**src/rtl/bht_update_ctrl_pkg.sv**
```systemverilog
// Shared constants and state encoding for the BHT update controller.
package bht_update_ctrl_pkg;

    localparam int unsigned ADDR_W_DEF  = 32;
    localparam int unsigned ENTRIES_DEF = 8;
    localparam int unsigned IDX_W_DEF   = 3;
    localparam int unsigned DEPTH_DEF   = 4;

    localparam int unsigned      CNT_W   = 16;
    localparam logic [CNT_W-1:0] CNT_MAX = '1;

    // Fall-through distance for a not-taken branch.
    localparam int unsigned PC_STEP = 4;

    typedef enum logic [0:0] {
        ST_INIT = 1'b0,
        ST_RUN  = 1'b1
    } state_e;

endpackage

```
**src/rtl/sync_fifo.sv**
```systemverilog
// Small synchronous FIFO with full/empty flags and a synchronous clear.
module sync_fifo #(
    parameter int unsigned WIDTH = 8,
    parameter int unsigned DEPTH = 4
) (
    input  logic             clk,
    input  logic             rst_n,
    input  logic             clr_i,
    input  logic             push_i,
    input  logic             pop_i,
    input  logic [WIDTH-1:0] wdata_i,
    output logic [WIDTH-1:0] rdata_o,
    output logic             full_o,
    output logic             empty_o
);

    localparam int unsigned PTR_W = $clog2(DEPTH);
    localparam int unsigned CNT_W = PTR_W + 1;

    logic [WIDTH-1:0] mem_q [DEPTH];
    logic [PTR_W-1:0] wr_ptr_q;
    logic [PTR_W-1:0] rd_ptr_q;
    logic [CNT_W-1:0] cnt_q;
    logic             push_ok;
    logic             pop_ok;

    assign full_o  = (cnt_q == CNT_W'(DEPTH));
    assign empty_o = (cnt_q == '0);
    assign push_ok = push_i && !full_o;
    assign pop_ok  = pop_i && !empty_o;
    assign rdata_o = mem_q[rd_ptr_q];

    // Pointer and occupancy tracking; pointers wrap naturally (DEPTH is a power of 2).
    always_ff @(posedge clk or negedge rst_n) begin
        if (!rst_n) begin
            wr_ptr_q <= '0;
            rd_ptr_q <= '0;
            cnt_q    <= '0;
        end else if (clr_i) begin
            wr_ptr_q <= '0;
            rd_ptr_q <= '0;
            cnt_q    <= '0;
        end else begin
            if (push_ok) begin
                wr_ptr_q <= wr_ptr_q + PTR_W'(1);
            end
            if (pop_ok) begin
                rd_ptr_q <= rd_ptr_q + PTR_W'(1);
            end
            if (push_ok && !pop_ok) begin
                cnt_q <= cnt_q + CNT_W'(1);
            end else if (pop_ok && !push_ok) begin
                cnt_q <= cnt_q - CNT_W'(1);
            end
        end
    end

    // Storage array; no reset needed since contents are only read when valid.
    always_ff @(posedge clk) begin
        if (push_ok && !clr_i) begin
            mem_q[wr_ptr_q] <= wdata_i;
        end
    end

endmodule

```
**src/rtl/bht_update_ctrl.sv**
```systemverilog
// Branch-history-table update controller: init walk, update queue, mispredict redirect.
module bht_update_ctrl
    import bht_update_ctrl_pkg::*;
#(
    parameter int unsigned ADDR_W  = ADDR_W_DEF,
    parameter int unsigned ENTRIES = ENTRIES_DEF,
    parameter int unsigned IDX_W   = IDX_W_DEF,
    parameter int unsigned DEPTH   = DEPTH_DEF
) (
    input  logic              clk,
    input  logic              rst_n,
    input  logic              en,
    input  logic              flush_req,
    input  logic              upd_valid,
    output logic              upd_ready,
    input  logic [ADDR_W-1:0] upd_pc,
    input  logic [ADDR_W-1:0] upd_target,
    input  logic              upd_taken,
    input  logic              upd_pred_taken,
    input  logic [ADDR_W-1:0] upd_pred_addr,
    output logic              bht_we,
    output logic [ADDR_W-1:0] bht_pc,
    output logic [ADDR_W-1:0] bht_target,
    output logic              bht_taken,
    output logic              bht_clr,
    output logic [IDX_W-1:0]  bht_clr_idx,
    output logic              redirect,
    output logic [ADDR_W-1:0] redirect_addr,
    output logic              init_busy,
    output logic [CNT_W-1:0]  mispred_cnt
);

    localparam int unsigned FIFO_W = 2 * ADDR_W + 1;

    state_e              state_q;
    logic [IDX_W-1:0]    walk_q;
    logic                redirect_q;
    logic [ADDR_W-1:0]   redirect_addr_q;
    logic [CNT_W-1:0]    mispred_cnt_q;

    logic                in_init;
    logic                in_run;
    logic                accept;
    logic                mispredict;
    logic                fifo_full;
    logic                fifo_empty;
    logic                fifo_pop;
    logic                fifo_clr;
    logic [FIFO_W-1:0]   fifo_rdata;
    logic [ADDR_W-1:0]   fix_addr;

    assign in_init    = (state_q == ST_INIT);
    assign in_run     = (state_q == ST_RUN);
    assign upd_ready  = in_run && !fifo_full && !flush_req;
    assign accept     = upd_valid && upd_ready && en;
    assign mispredict = (upd_taken != upd_pred_taken) ||
                        (upd_taken && (upd_target != upd_pred_addr));
    assign fix_addr   = upd_taken ? upd_target : (upd_pc + ADDR_W'(PC_STEP));
    assign fifo_pop   = in_run && en && !fifo_empty;
    assign fifo_clr   = en && flush_req;

    // Pending table writes, drained one per enabled RUN cycle.
    sync_fifo #(
        .WIDTH (FIFO_W),
        .DEPTH (DEPTH)
    ) u_fifo (
        .clk     (clk),
        .rst_n   (rst_n),
        .clr_i   (fifo_clr),
        .push_i  (accept),
        .pop_i   (fifo_pop),
        .wdata_i ({upd_pc, upd_target, upd_taken}),
        .rdata_o (fifo_rdata),
        .full_o  (fifo_full),
        .empty_o (fifo_empty)
    );

    assign bht_we      = fifo_pop;
    assign bht_pc      = fifo_rdata[2*ADDR_W:ADDR_W+1];
    assign bht_target  = fifo_rdata[ADDR_W:1];
    assign bht_taken   = fifo_rdata[0];
    assign bht_clr     = in_init && en;
    assign bht_clr_idx = walk_q;
    assign init_busy   = in_init;

    assign redirect      = redirect_q && en;
    assign redirect_addr = redirect_addr_q;
    assign mispred_cnt   = mispred_cnt_q;

    // Init/run FSM; flush restarts the invalidation walk from entry 0.
    always_ff @(posedge clk or negedge rst_n) begin
        if (!rst_n) begin
            state_q <= ST_INIT;
            walk_q  <= '0;
        end else if (en) begin
            if (flush_req) begin
                state_q <= ST_INIT;
                walk_q  <= '0;
            end else begin
                case (state_q)
                    ST_INIT: begin
                        if (walk_q == IDX_W'(ENTRIES - 1)) begin
                            state_q <= ST_RUN;
                            walk_q  <= '0;
                        end else begin
                            walk_q <= walk_q + IDX_W'(1);
                        end
                    end
                    default: ;
                endcase
            end
        end
    end

    // Mispredict pulse, corrected PC and saturating counter (flush leaves the count alone).
    always_ff @(posedge clk or negedge rst_n) begin
        if (!rst_n) begin
            redirect_q      <= 1'b0;
            redirect_addr_q <= '0;
            mispred_cnt_q   <= '0;
        end else begin
            redirect_q <= accept && mispredict;
            if (accept && mispredict) begin
                redirect_addr_q <= fix_addr;
                if (mispred_cnt_q != CNT_MAX) begin
                    mispred_cnt_q <= mispred_cnt_q + CNT_W'(1);
                end
            end
        end
    end

endmodule

```
**config.mk**
```make
export PLATFORM = sky130hd
export DESIGN_NAME = bht_update_ctrl
export DESIGN_NICKNAME = d
export VERILOG_FILES = /design/src/rtl/bht_update_ctrl_pkg.sv /design/src/rtl/sync_fifo.sv /design/src/rtl/bht_update_ctrl.sv
export SDC_FILE = /design/constraint.sdc
export NUM_CORES = 1
export LEC_CHECK = 0
export CAP_MARGIN = 20
export CORE_ASPECT_RATIO = 1.25
export CORE_UTILIZATION = 41
export CTS_CLUSTER_DIAMETER = 80
export DETAILED_ROUTE_END_ITERATION = 12
export DONT_BUFFER_PORTS = 1
export GPL_TIMING_DRIVEN = 1
export PLACE_DENSITY = 0.54
export SLEW_MARGIN = 10
export SYNTH_ARGS = -nofsm -noshare
export SYNTH_HDL_FRONTEND = slang
export SYNTH_SLANG_ARGS = --single-unit
```
**constraint.sdc**
```tcl
create_clock -name clk -period 7.2 [get_ports clk]
set_clock_uncertainty 0.05 [all_clocks]
set_input_delay 1.08 -clock clk [delete_from_list [all_inputs] [get_ports clk]]
set_output_delay 1.08 -clock clk [all_outputs]
set_load 0.05 [all_outputs]
```
Yosys cells after proc, flatten, opt, wreduce, memory -nomap -nowiden
Memories as Yosys holds them, arrays and structs flattened.
Cells that the tools add are included.
{"block": "word_totals", "ramBits": 260, "mem_count": 1, "output_inout_bits": 121, "ff_bits": 60, "in_bits": 103}
{"block": "classes", "mux": 16, "eq_ne": 6, "bitwise": 1, "n_reduce_logical": 29, "n_addsub": 7}
{"memory": "u_fifo.mem_q", "depth": 4, "word_bits": 65, "rd": 1, "rd_ports_with_merged_regs": 0, "write_ports": 1, "line_no": "sync_fifo.sv:20", "text": "logic [WIDTH-1:0] mem_q [DEPTH];"}
{"op": "32-bit by 3-bit adder with 32-bit output, second input constant", "count": 1}
{"op": "32-bit two-way mux", "count": 1}
{"op": "32-bit inequality test", "count": 1}
{"op": "3-bit two-way mux", "count": 6}
{"op": "16-bit by 1-bit adder with 16-bit output, second input constant", "count": 1}
{"op": "1-bit logical AND", "count": 16}
{"op": "16-bit inequality test, second input constant", "count": 1}
{"op": "2-bit two-way mux", "count": 4}
{"op": "3-bit by 1-bit adder with 3-bit output, second input constant", "count": 2}
{"op": "3-bit == test, second input constant", "count": 2}
{"op": "1-bit zero test", "count": 6}
{"op": "1-bit two-way mux", "count": 5}
{"op": "2-bit by 1-bit adder with 2-bit output, second input constant", "count": 2}
{"op": "2-bit AND reduction", "count": 2}
{"op": "2-bit nonzero test", "count": 2}
{"op": "3-bit zero test", "count": 1}
{"op": "3-bit nonzero test", "count": 1}
{"op": "3-bit by 1-bit subtractor with 3-bit output, second input constant", "count": 1}
{"op": "2-bit inequality test, second input constant", "count": 1}
{"op": "1-bit logical OR", "count": 1}
{"op": "1-bit inequality test", "count": 1}
{"op": "1-bit inverter", "count": 1}

Longest topological paths before layout
Gate-level depths: netlist of the first run.
{"block": "logic_depth", "word_depth": 12, "ltp_mapped": 11, "depth_no_buf": 9}

Modules after synthesis
A second synthesis of the first run with hierarchy kept.
{"block": "unflattened", "hier_cells": 776, "hier_area_um2": 13596.8}
{"mod": "sync_fifo", "seq_area_each_um2": 7982.7, "instances": 1, "cells_each": 401, "area_each_um2": 9987.1}
{"mod": "bht_update_ctrl", "seq_area_each_um2": 1326.3, "instances": 1, "cells_each": 375, "area_each_um2": 3609.7}

Worst setup path before layout of the first run
OpenSTA, ideal clock, no wires.
{"block": "synth_timing", "kind": "input port to flip-flop", "startpoint": "in en", "endpoint": "mem u_fifo.mem_q[0][0] in the netlist's numbering, enable pin", "t_required_ns": 6.720, "path_stages": 5, "path_slack_ns": 3.236, "arrival_time_ns": 3.484, "cell_sequence": "clkbuf_1 nand2_1 a211oi_2 clkbuf_1 and2_1"}
{"block": "synth_between", "elab_chain_cells": 5, "elab_cells_between_ends": 7}
{"element": "from (decl)", "line_no": "bht_update_ctrl.sv:12", "text": "input logic en,"}
{"element": "1-bit logical AND, on equally long branches", "line_no": "bht_update_ctrl.sv:55, bht_update_ctrl.sv:60"}
{"element": "1-bit logical AND / 1-bit zero test (equally long branches)", "line_no": "sync_fifo.sv:29, sync_fifo.sv:60"}
{"element": "1-bit logical AND *", "line_no": "sync_fifo.sv:60", "text": "if (push_ok && !clr_i) begin"}
{"element": "1-bit two-way mux *", "line_no": "sync_fifo.sv:60"}
{"element": "1-bit two-way mux (not written as such) *", "line_no": "sync_fifo.sv:61", "text": "mem_q[wr_ptr_q] <= wdata_i;"}
{"element": "to (decl)", "line_no": "sync_fifo.sv:20"}
Every way passes the cells marked *; elsewhere a longest branch is shown, timed or not.

Worst setup path in the final report of the first run
{"block": "layout_timing", "startpoint": "reg u_fifo.rd_ptr_q[0]", "endpoint": "out bht_target[15]"}
{"block": "layout_between", "elab_chain_cells": 1}
{"element": "from (decl)", "line_no": "sync_fifo.sv:22", "text": "logic [PTR_W-1:0] rd_ptr_q;"}
{"element": "from (signal assigned)", "line_no": "sync_fifo.sv:48", "text": "rd_ptr_q <= rd_ptr_q + PTR_W'(1);"}
{"element": "memory 4 x 65 bit"}
{"element": "to (decl)", "line_no": "bht_update_ctrl.sv:23", "text": "output logic [ADDR_W-1:0] bht_target,"}
No other way between the ends.

==> flow_summary.json, run 1 <==
{
  "cts_tree": "built",
  "dieWidth_um": 163,
  "status": "completed",
  "grt_pass1_wl_mm": 47.0,
  "maxSlewViolCount": 0,
  "dr.pass1.iters": 5,
  "hold_viol": 0,
  "power_density_nw_per_um2": 263,
  "period_share_pct": 56.1,
  "tns_ns": 0,
  "ant_nets": 0,
  "clockBufferDepth": 3,
  "fin_area_um2": 14800,
  "cp.buffers_inverters": 1,
  "cp_cell_sequence": "buf_4 > mux4_2",
  "max-slew-margin-rel_pct": 24.6,
  "final_nets": 884,
  "vias_per_cell": 5.70,
  "wire_per_inst_um": 26.8,
  "wirelength_mm": 32.3,
  "rows": 73,
  "synth_edf_count": 260,
  "arrival_ns": 2.91,
  "antenna_found_initial": 0,
  "setup_viol": 0,
  "ir_drop_uv": 137,
  "clk_pin_slew_ns": 0.06,
  "gp_congestion": 0.791,
  "hold_path_class": "input port to asynchronous set/reset pin",
  "rsz0062_at_grt": "false",
  "grt.total_usage_pct": 19.8,
  "worstSetupPathType": "flip-flop to output port",
  "route.detailed.drc": 0,
  "critical_path_required_ns": 6.07,
  "startpoint_type": "flip-flop",
  "drt_iter0_drc": 493,
  "drive_gt1_share_pct": 16.4,
  "ctsHoldBuffers": 0,
  "h-tree-depth": 2,
  "cp_slowest_cell": "dfrtp_4",
  "pin_count": 224,
  "clk_latency_ns": 0.51,
  "syn-cell-area_um2": 13300,
  "clock_sinks": 320,
  "final_cell_mix": "edfxtp_1 (260), mux4_2 (65), xor2_1 (63), dfrtp_1 (58), nand2_1 (43)",
  "syn_inst": 769,
  "fin_cells": 1207,
  "endpoint_kind": "output port",
  "synthFlopType": "edfxtp_1",
  "period_minus_slack_ns": 4.04,
  "power.leakage_nw": 5.01,
  "ys_ff_latch": 320,
  "max_stage_delay_ns": 0.84,
  "final_common_cell": "edfxtp_1",
  "yosys_warnings": 0,
  "synth_area_per_cell_um2": 17.2,
  "hold_slack_ns": 0.207,
  "cts_setup_buffers": 0,
  "path_delay_family": "flip-flops",
  "grt_max_degree": 67,
  "timing.fmax_mhz": 248,
  "maxCapViolCount": 0,
  "postPlaceCellArea_um2": 13700,
  "dieArea_um2": 33100,
  "ys_types": 43,
  "fp.coreArea_um2": 31800,
  "tightest_slew_ns": 1.13,
  "num_vias": 6875,
  "dp_hpwl_mm": 21.3,
  "async_reset_ff_share_pct": 18.8,
  "die_h_um": 203,
  "port_buffers": 0,
  "grt_pass1_vias": 7066,
  "crit_fanout": 37,
  "antenna_cells": 0,
  "numPlacedInstances": 1148,
  "overflow": 0,
  "fillers": 2717,
  "ys_seq_area_share_pct": 70.2,
  "initial_core_util_pct": 41.7,
  "syn-num-nets": 881,
  "cts_buffers": 34,
  "cts-root-buf": "clkbuf_16",
  "cts_resized": 0,
  "syn_to_final_growth_pct": 11.4
}
-- area by class of cell --
type,count,area (µm²),share of cell area [%]
flip-flops and latches,320,9320,63.0
multi-input cells,403,3770,25.5
clock inverters,15,143,0.965
clock buffers,44,972,6.58
well taps,412,515,3.49
repair buffers,2,15.0,0.102
inverters,11,41.3,0.279
-- metrics by stage --
step	utilization (%)	total power [mW]	worst slack (ns)
final	46.5	3.88	3.16
after global routing	46.5	3.99	2.93
after CTS	46.5	3.93	3.02
after detailed placement	43.0	2.18	2.94
after global placement	43.0	2.18	3.00
after floorplan	-	2.16	3.24
-- path summary, 6_finish.rpt --
kind	endpoint	slack (ns)	start	cells after the start
min reg2reg	u_fifo.wr_ptr_q[0]$_DFFE_PN0P_	0.56	u_fifo.wr_ptr_q[0]$_DFFE_PN0P_	1
max	bht_target[15]	3.16	u_fifo.rd_ptr_q[0]$_DFFE_PN0P_	2
min in group clk	u_fifo.wr_ptr_q[0]$_DFFE_PN0P_	0.56	u_fifo.wr_ptr_q[0]$_DFFE_PN0P_	1
max in group asynchronous	redirect_addr[6]$_DFFE_PN0P_	6.78	rst_n	0
min	redirect_addr[22]$_DFFE_PN0P_	0.21	rst_n	0
max reg2reg	redirect_addr[8]$_DFFE_PN0P_	4.32	in_run$_DFFE_PN0P_	5
-- layer usage --
layer | up-vias | share of wire (%) | GRT usage (%)
met2 | 242 | 51 | 33.9
li1 | 2981 | - | -
met3 | 45 | 8.9 | 7.09
met1 | 3607 | 37 | 22.9
met5 | - | 0 | 0
met4 | 0 | 2.5 | 6.64
-- sequential cells by signal (all words and copies together), names as in the netlist --
name,count
u_fifo.mem_q,260
redirect_addr,32
mispred_cnt,16
bht_clr_idx,3
u_fifo.cnt_q,3
u_fifo.rd_ptr_q,2
u_fifo.wr_ptr_q,2
in_run,1
redirect_q,1
-- cell usage after synthesis, types with 5 or more instances --
cell        n  area (µm²)
nand3_1    16        80.1
o21ai_0    40         200
mux4_2     65        1460
buf_2       6        30.0
nor4_1      9        56.3
o21ai_1     5        25.0
mux2_2      6        67.6
mux2_1     18         203
ha_1        8         100
nor3_1     13        65.1
clkbuf_1   23        86.3
edfxtp_1  260        7810
xor2_1     63         552
xnor2_1    14         123
mux2i_1     7        70.1
nand2_1    43         161
nand4_1    21         131
nor2_1     26        97.6
and2_1      9        56.3
and3_1      7        43.8
a21oi_1     6        30.0
dfrtp_1    60        1500
inv_1      11        41.3
-- power by group --
part / internal, mW / total, mW / switching [mW]
clock: 1.06 / 1.74 / 0.688
sequential: 2.01 / 2.07 / 0.0574
combinational: 0.0312 / 0.0690 / 0.0378
total: 3.10 / 3.88 / 0.783
-- kinds of logic after synthesis --
family	share of synthesized area [%]
AO/OA/AOI/OAI	2.83
XOR/XNOR	5.08
adder cells (fa/ha/maj)	0.906
buffers and inverters	1.50
flip-flops	70.2
multiplexers	13.6
AND/OR/NAND/NOR	5.90
Power figures use the tool's default switching activity.
==> run 2, diff against run 1 <==
--- a/config.mk
+++ b/config.mk
@@ -12,7 +12,7 @@
 export DETAILED_ROUTE_END_ITERATION = 12
 export DONT_BUFFER_PORTS = 1
 export GPL_TIMING_DRIVEN = 1
-export PLACE_DENSITY = 0.54
+export PLACE_DENSITY = 0.56
 export SLEW_MARGIN = 10
 export SYNTH_ARGS = -nofsm -noshare
 export SYNTH_HDL_FRONTEND = slang
==> constraint.sdc (replaced) <==
create_clock -name clk -period 3.7 [get_ports clk]
set_clock_uncertainty 0.05 [all_clocks]
set_input_delay 0.555 -clock clk [delete_from_list [all_inputs] [get_ports clk]]
set_output_delay 0.555 -clock clk [all_outputs]
set_load 0.05 [all_outputs]
==> run 2 against run 1 <==
Effect of this change: critical path depth fell by 1; die area did not move; count of clock-buffer cells in the layout fell by 9; sequential cell count did not move; hold slack got worse by 0.16 ns; first-iteration DRC count rose by 0.61%; wire length fell by 0.51%; critical path type unchanged; largest cell class unchanged.
==> flow_summary.json, run 2 (synthesis results as in run 1) <==
{
  "seq_power_share_pct": 53.9,
  "grt_busiest_layer": "met2",
  "r2r-end": "u_fifo.mem_q[3][0]$_DFFE_PP_",
  "fp.coreArea_um2": 31800,
  "syn_to_final_growth_pct": 12.3,
  "final_nets": 892,
  "grt_pass1_vias": 7233,
  "initial_core_util_pct": 41.7,
  "max-slew-margin-rel_pct": 24.8,
  "period_minus_slack_ns": 2.91,
  "final_common_cell": "edfxtp_1",
  "grt_pass1_wl_mm": 47.5,
  "cts_setup_buffers": 0,
  "rsz0062_at_grt": "false",
  "setup_viol": 0,
  "drive_gt1_share_pct": 18.0,
  "clk_pin_slew_ns": 0.06,
  "startpoint_type": "flip-flop",
  "power.switching_mw": 1.53,
  "pin_count": 224,
  "crit_fanout": 66,
  "gp_congestion": 0.852,
  "fillers": 2722,
  "arrival_ns": 2.30,
  "dieArea_um2": 33100,
  "r2r_slack_ns": 1.00,
  "hold_path_class": "input port to flip-flop",
  "antenna_cells": 0,
  "max_stage_delay_ns": 1.11,
  "p_comb_share_pct": 2.0,
  "cp_slowest_cell": "dfrtp_4",
  "die_h_um": 203,
  "num_vias": 6811,
  "power_density_nw_per_um2": 502,
  "ctsHoldBuffers": 2,
  "grt.total_usage_pct": 19.7,
  "r2r-start": "in_run$_DFFE_PN0P_",
  "period_share_pct": 78.6,
  "sw_frac_of_total_pct": 20.4,
  "maxSlewViolCount": 0,
  "status": "completed",
  "grt_max_degree": 68,
  "path_delay_family": "flip-flops",
  "timing.fmax_mhz": 344,
  "cp.depth": 1,
  "wire_per_inst_um": 26.4,
  "cts_tree": "built",
  "cp.buffers_inverters": 0,
  "hp-start": "upd_target[7]",
  "cts-root-buf": "clkbuf_16",
  "dr.pass1.iters": 4,
  "tightest_slew_ns": 1.13,
  "worstSetupPathType": "flip-flop to output port",
  "cp_cell_sequence": "mux4_2",
  "dp_hpwl_mm": 21.7,
  "wirelength_mm": 32.2,
  "power.total_mw": 7.47,
  "multi_input_area_um2": 3770,
  "grtUsageMet3_pct": 7.15,
  "power.leakage_nw": 5.08,
  "grtUsageMet2_pct": 33.7,
  "grtUsageMet1_pct": 23.2,
  "vias_per_cell": 5.60,
  "p_int_mw": 5.95,
  "final_cell_mix": "edfxtp_1 (260), mux4_2 (65), xor2_1 (63), dfrtp_1 (58), nand2_1 (43)",
  "clockBufferDepth": 3,
  "clk_latency_ns": 0.54,
  "hold_viol": 0,
  "h-tree-depth": 1,
  "endpoint_kind": "output port",
  "cts_buffers": 31,
  "rows": 73,
  "dieWidth_um": 163,
  "ant_nets": 0,
  "critical_path_required_ns": 3.09,
  "r2r_cells": 4,
  "tns_ns": 0,
  "overflow": 0,
  "finalCoreUtilization_pct": 46.9,
  "regMostFlops": "u_fifo.mem_q",
  "port_buffers": 0,
  "antenna_found_initial": 0,
  "ir_drop_uv": 310,
  "cts_resized": 0,
  "route.detailed.drc": 0,
  "regArea_um2": 9320,
  "holdPathEnd": "u_fifo.mem_q[2][8]$_DFFE_PP_",
  "hold_path_depth": 0,
  "maxCapViolCount": 0,
  "drt_iter0_drc": 496,
  "largest_reg_flops": 260,
  "clock_sinks": 320,
  "p_clk_share_pct": 44.1
}
[run 2: worst max path at each step]
stage / from / to / slack (ns)
finish: u_fifo.rd_ptr_q[1]$_DFFE_PN0P_ / bht_pc[13] / 0.79
global route: u_fifo.rd_ptr_q[1]$_DFFE_PN0P_ / bht_target[20] / 0.70
CTS: u_fifo.rd_ptr_q[1]$_DFFE_PN0P_ / bht_target[20] / 0.75
detailed placement: upd_target[28] / redirect_addr[2]$_DFFE_PN0P_ / 0.43
global placement: upd_target[28] / redirect_addr[2]$_DFFE_PN0P_ / 0.46
floorplan: en / u_fifo.mem_q[0][0]$_DFFE_PP_ / 0.26
[run 2: layer usage]
layer / vias to the layer above / wire length (µm)
li1: 3004 / -
met1: 3513 / 11600
met2: 255 / 16400
met3: 39 / 3400
met4: 0 / 753
met5: - / 0
[run 2: layout make-up]
cell class / instances / area share (%)
clock buffers: 35 / 5.31
clock inverters: 23 / 1.88
inverters: 11 / 0.277
multi-input cells: 403 / 25.3
flip-flops and latches: 320 / 62.5
well taps: 412 / 3.46
repair buffers: 13 / 1.23
[run 2: power groups by stage]
stage / clock network, mW / logic (mW) / registers (mW)
6_report: 3.29 / 0.151 / 4.03
5_1_grt: 3.49 / 0.170 / 4.03
4_1_cts: 3.36 / 0.156 / 4.03
3_5_place_dp: 0 / 0.136 / 4.10
3_3_place_gp: 0 / 0.132 / 4.10
2_1_floorplan: 0 / 0.108 / 4.09
[run 2: stage by stage]
| stage | std cells | instance area, µm² | setup slack (ns) | hold slack, ns |
|---|---|---|---|---|
| 2_1_floorplan | 769 | 13300 | 0.261 | 0.209 |
| 3_3_place_gp | 1157 | 13800 | 0.458 | 0.211 |
| 3_5_place_dp | 1157 | 13800 | 0.430 | 0.211 |
| 4_1_cts | 1217 | 14900 | 0.747 | 0.0184 |
| 5_1_grt | 1217 | 14900 | 0.704 | 0.0151 |
| 6_report | 1217 | 14900 | 0.790 | 0.0433 |
==> run 3, diff against run 2 <==
--- a/config.mk
+++ b/config.mk
@@ -5,6 +5,7 @@
 export SDC_FILE = /design/constraint.sdc
 export NUM_CORES = 1
 export LEC_CHECK = 0
+export ABC_AREA = 1
 export CAP_MARGIN = 20
 export CORE_ASPECT_RATIO = 1.25
 export CORE_UTILIZATION = 41
==> constraint.sdc (replaced) <==
create_clock -name clk -period 2.4 [get_ports clk]
set_clock_uncertainty 0.05 [all_clocks]
set_input_delay 0.36 -clock clk [delete_from_list [all_inputs] [get_ports clk]]
set_output_delay 0.36 -clock clk [all_outputs]
set_load 0.05 [all_outputs]
==> run 3 against run 2 <==
Effect of this change: the run now ends with negative setup slack left; first-iteration DRC count up 45%; combinational power rose to 5.8 times the previous value; clock power up 58%; non-clock buffer count up 174; register-to-register slack worse by 0.64 ns; total power up 68%; sequential power up 61%; worst setup slack worse by 0.81 ns; utilization up 4.9 points; sequential cell count unchanged; cell count up 64%; highest routed layer unchanged.
==> flow_summary.json, run 3 <==
{
  "maxCapViolCount": 0,
  "tightest_slew_ns": 0.680,
  "synth_top_area_share_pct": 54.6,
  "yosys_warnings": 0,
  "max-slew-margin-rel_pct": 54.6,
  "ir_drop_uv": 450,
  "grtUsageMet2_pct": 41.0,
  "regMostFlops": "u_fifo.mem_q",
  "critical_path_required_ns": 1.99,
  "final_cell_mix": "edfxtp_1 (260), nand2_1 (257), nor2_1 (203), o21ai_0 (128), buf_4 (88)",
  "crit_path_start": "u_fifo.rd_ptr_q[0]$_DFFE_PN0P_",
  "clockBufferDepth": 3,
  "gp_congestion": 0.823,
  "r2r-end": "u_fifo.mem_q[3][43]$_DFFE_PP_",
  "worstSetupPathType": "flip-flop to output port",
  "fp.coreArea_um2": 34400,
  "drt_iter0_drc": 721,
  "antenna_found_initial": 0,
  "ys_types": 39,
  "rsz0062_at_grt": "true",
  "setup_viol": 1,
  "holdPathEnd": "redirect_addr[0]$_DFFE_PN0P_",
  "dr.pass1.iters": 5,
  "grt_pass1_vias": 10400,
  "cts_tree": "built",
  "syn-num-nets": 1445,
  "dieWidth_um": 169,
  "synth_edf_count": 260,
  "dieArea_um2": 35600,
  "max_stage_delay_ns": 0.49,
  "endpoint_kind": "output port",
  "vias_per_cell": 5.26,
  "ys_ff_latch": 320,
  "period_share_pct": 101,
  "h-tree-depth": 2,
  "port_buffers": 0,
  "dp_hpwl_mm": 26.4,
  "drive_gt1_share_pct": 15.1,
  "syn_inst": 1333,
  "die_h_um": 211,
  "path_delay_family": "buffers and inverters",
  "route.detailed.drc": 0,
  "period_minus_slack_ns": 2.42,
  "syn-cell-area_um2": 14300,
  "hp-start": "upd_pc[0]",
  "synth_most_common_cell": "edfxtp_1",
  "synth_area_per_cell_um2": 10.7,
  "final_common_cell": "edfxtp_1",
  "clk_latency_ns": 0.51,
  "rows": 76,
  "cp_cell_sequence": "buf_12 > buf_16 > o21ai_0 > o22ai_1 > buf_4",
  "r2r-start": "in_run$_DFFE_PN0P_",
  "final_nets": 1609,
  "r2r_slack_ns": 0.36,
  "largest_reg_flops": 260,
  "syn_to_final_growth_pct": 24.7,
  "power_density_nw_per_um2": 706,
  "ant_nets": 0,
  "timing.fmax_mhz": 413,
  "synthTopCellsByCount": "edfxtp_1 (260), nand2_1 (257), nor2_1 (213), o21ai_0 (155), inv_1 (81)",
  "post-place-ws_ns": 0.320,
  "cts_buffers": 35,
  "async_reset_ff_share_pct": 18.8,
  "cts-root-buf": "clkbuf_16",
  "startpoint_type": "flip-flop",
  "maxSlewViolCount": 0,
  "wirelength_mm": 43.0,
  "grt_max_degree": 64,
  "clk_pin_slew_ns": 0.06,
  "fillers": 3079,
  "synth_top_area_cell": "edfxtp_1",
  "violations": "negative setup slack",
  "r2r_cells": 5,
  "antenna_cells": 0,
  "cp.buffers_inverters": 3,
  "crit_fanout": 34,
  "grtUsageMet1_pct": 28.2,
  "power.total_mw": 12.6,
  "grt_busiest_layer": "met2",
  "arrival_ns": 2.01,
  "pin_count": 224,
  "hold_path_depth": 2,
  "fin_ws_ns": -0.0200,
  "hold_path_class": "input port to flip-flop",
  "initial_core_util_pct": 41.5,
  "ys_seq_area_share_pct": 65.2,
  "synthFlopType": "edfxtp_1",
  "netlist_top_cells_area": "edfxtp_1 (55%), dfrtp_1 (11%), nand2_1 (6.8%)",
  "wire_per_inst_um": 21.6,
  "num_vias": 10500,
  "cp_slowest_cell": "dfrtp_4",
  "grtUsageMet3_pct": 6.99,
  "power.leakage_nw": 6.88,
  "grt.total_usage_pct": 24.1,
  "status": "complete, but fails checks",
  "overflow": 0,
  "clock_sinks": 320,
  "grt_pass1_wl_mm": 63.1,
  "hold_viol": 0
}
run 3: cell count changes in the layout (fill, tap and decap cells not counted), sizes merged, moves of 24 or more:
cell and change:
nand2 +216, nor2 +188, o21ai +132, buf +103
dlygate4sd3 +67, inv +67, mux4 -65, o22ai +64
xor2 -42, mux2 -24
run 3: what timing repair did:
item / 4_1_cts / 5_1_grt
endpoints found under the setup margin: 43 / 56
cloned: 4 / 3
setup buffers: 1 / 3
hold endpoints to repair: 325 / 0
hold buffers: 69 / 0
resized for setup: 17 / 44
pin swaps: 0 / 3
run 3: through the flow:
step	area [µm²]	utilization, %	cells	TNS (ns)	hold WS [ns]
final	17800	51.7	1991	-0.0200	0.0141
after detailed placement	15600	45.3	1848	0	0.0168
after global placement	15600	45.3	1848	0	0.0164
after CTS	17600	51.3	1985	-0.721	0.00271
after floorplan	14300	-	1333	-59.96	0.0144
after global routing	17800	51.7	1991	-0.555	0.00879
run 3: area by class of cell:
| cell class | instances | area, µm² | area share (%) |
|---|---|---|---|
| inverter | 82 | 328 | 1.84 |
| timing repair buffer | 187 | 1990 | 11.2 |
| clock inverter | 10 | 72.6 | 0.407 |
| clock buffer | 53 | 1040 | 5.82 |
| sequential | 320 | 9310 | 52.3 |
| multi-input combinational | 871 | 4490 | 25.2 |
| tap | 468 | 586 | 3.29 |
run 3: report_power, final:
part	leakage (nW)	switching [mW]	total, mW	internal [mW]
Clock	0.540	2.11	5.20	3.09
Combinational	3.19	0.536	0.879	0.343
Sequential	3.15	0.400	6.50	6.10
Total	6.88	3.05	12.6	9.54
run 3: cells by family after synthesis:
family / after synthesis / share of synthesized area [%]
fa+ha+maj: 9 / 0.841
compound gates: 258 / 10.5
buf+inv: 142 / 4.17
mux: 8 / 0.560
simple gates: 558 / 16.4
flops: 320 / 65.2
xor+xnor: 38 / 2.33
run 3: layer usage:
metal,up-vias,routed length [µm]
met5,-,0
met3,87,3560
met2,373,21200
li1,4958,-
met4,0,1670
met1,5061,16600
run 3: worst max-delay path by stage:
stage                              endpoint  slack [ns]  depth (start not counted)
2_1_floorplan  u_fifo.mem_q[0][0]$_DFFE_PP_       -0.25                          4
3_3_place_gp                      bht_pc[8]        0.29                          5
3_5_place_dp                     bht_pc[20]        0.32                          5
4_1_cts                          bht_pc[31]       -0.05                          5
5_1_grt                      bht_target[23]       -0.04                          5
6_report                     bht_target[23]       -0.02                          5
run 3: worst register-to-register path, stage by stage, from the launching register on:
cell and delay [ns]:
dfrtp_1 0.42, nand2_2 0.10, a31oi_4 0.21, nand3_4 0.25
nor2_4 0.42, buf_12 0.25
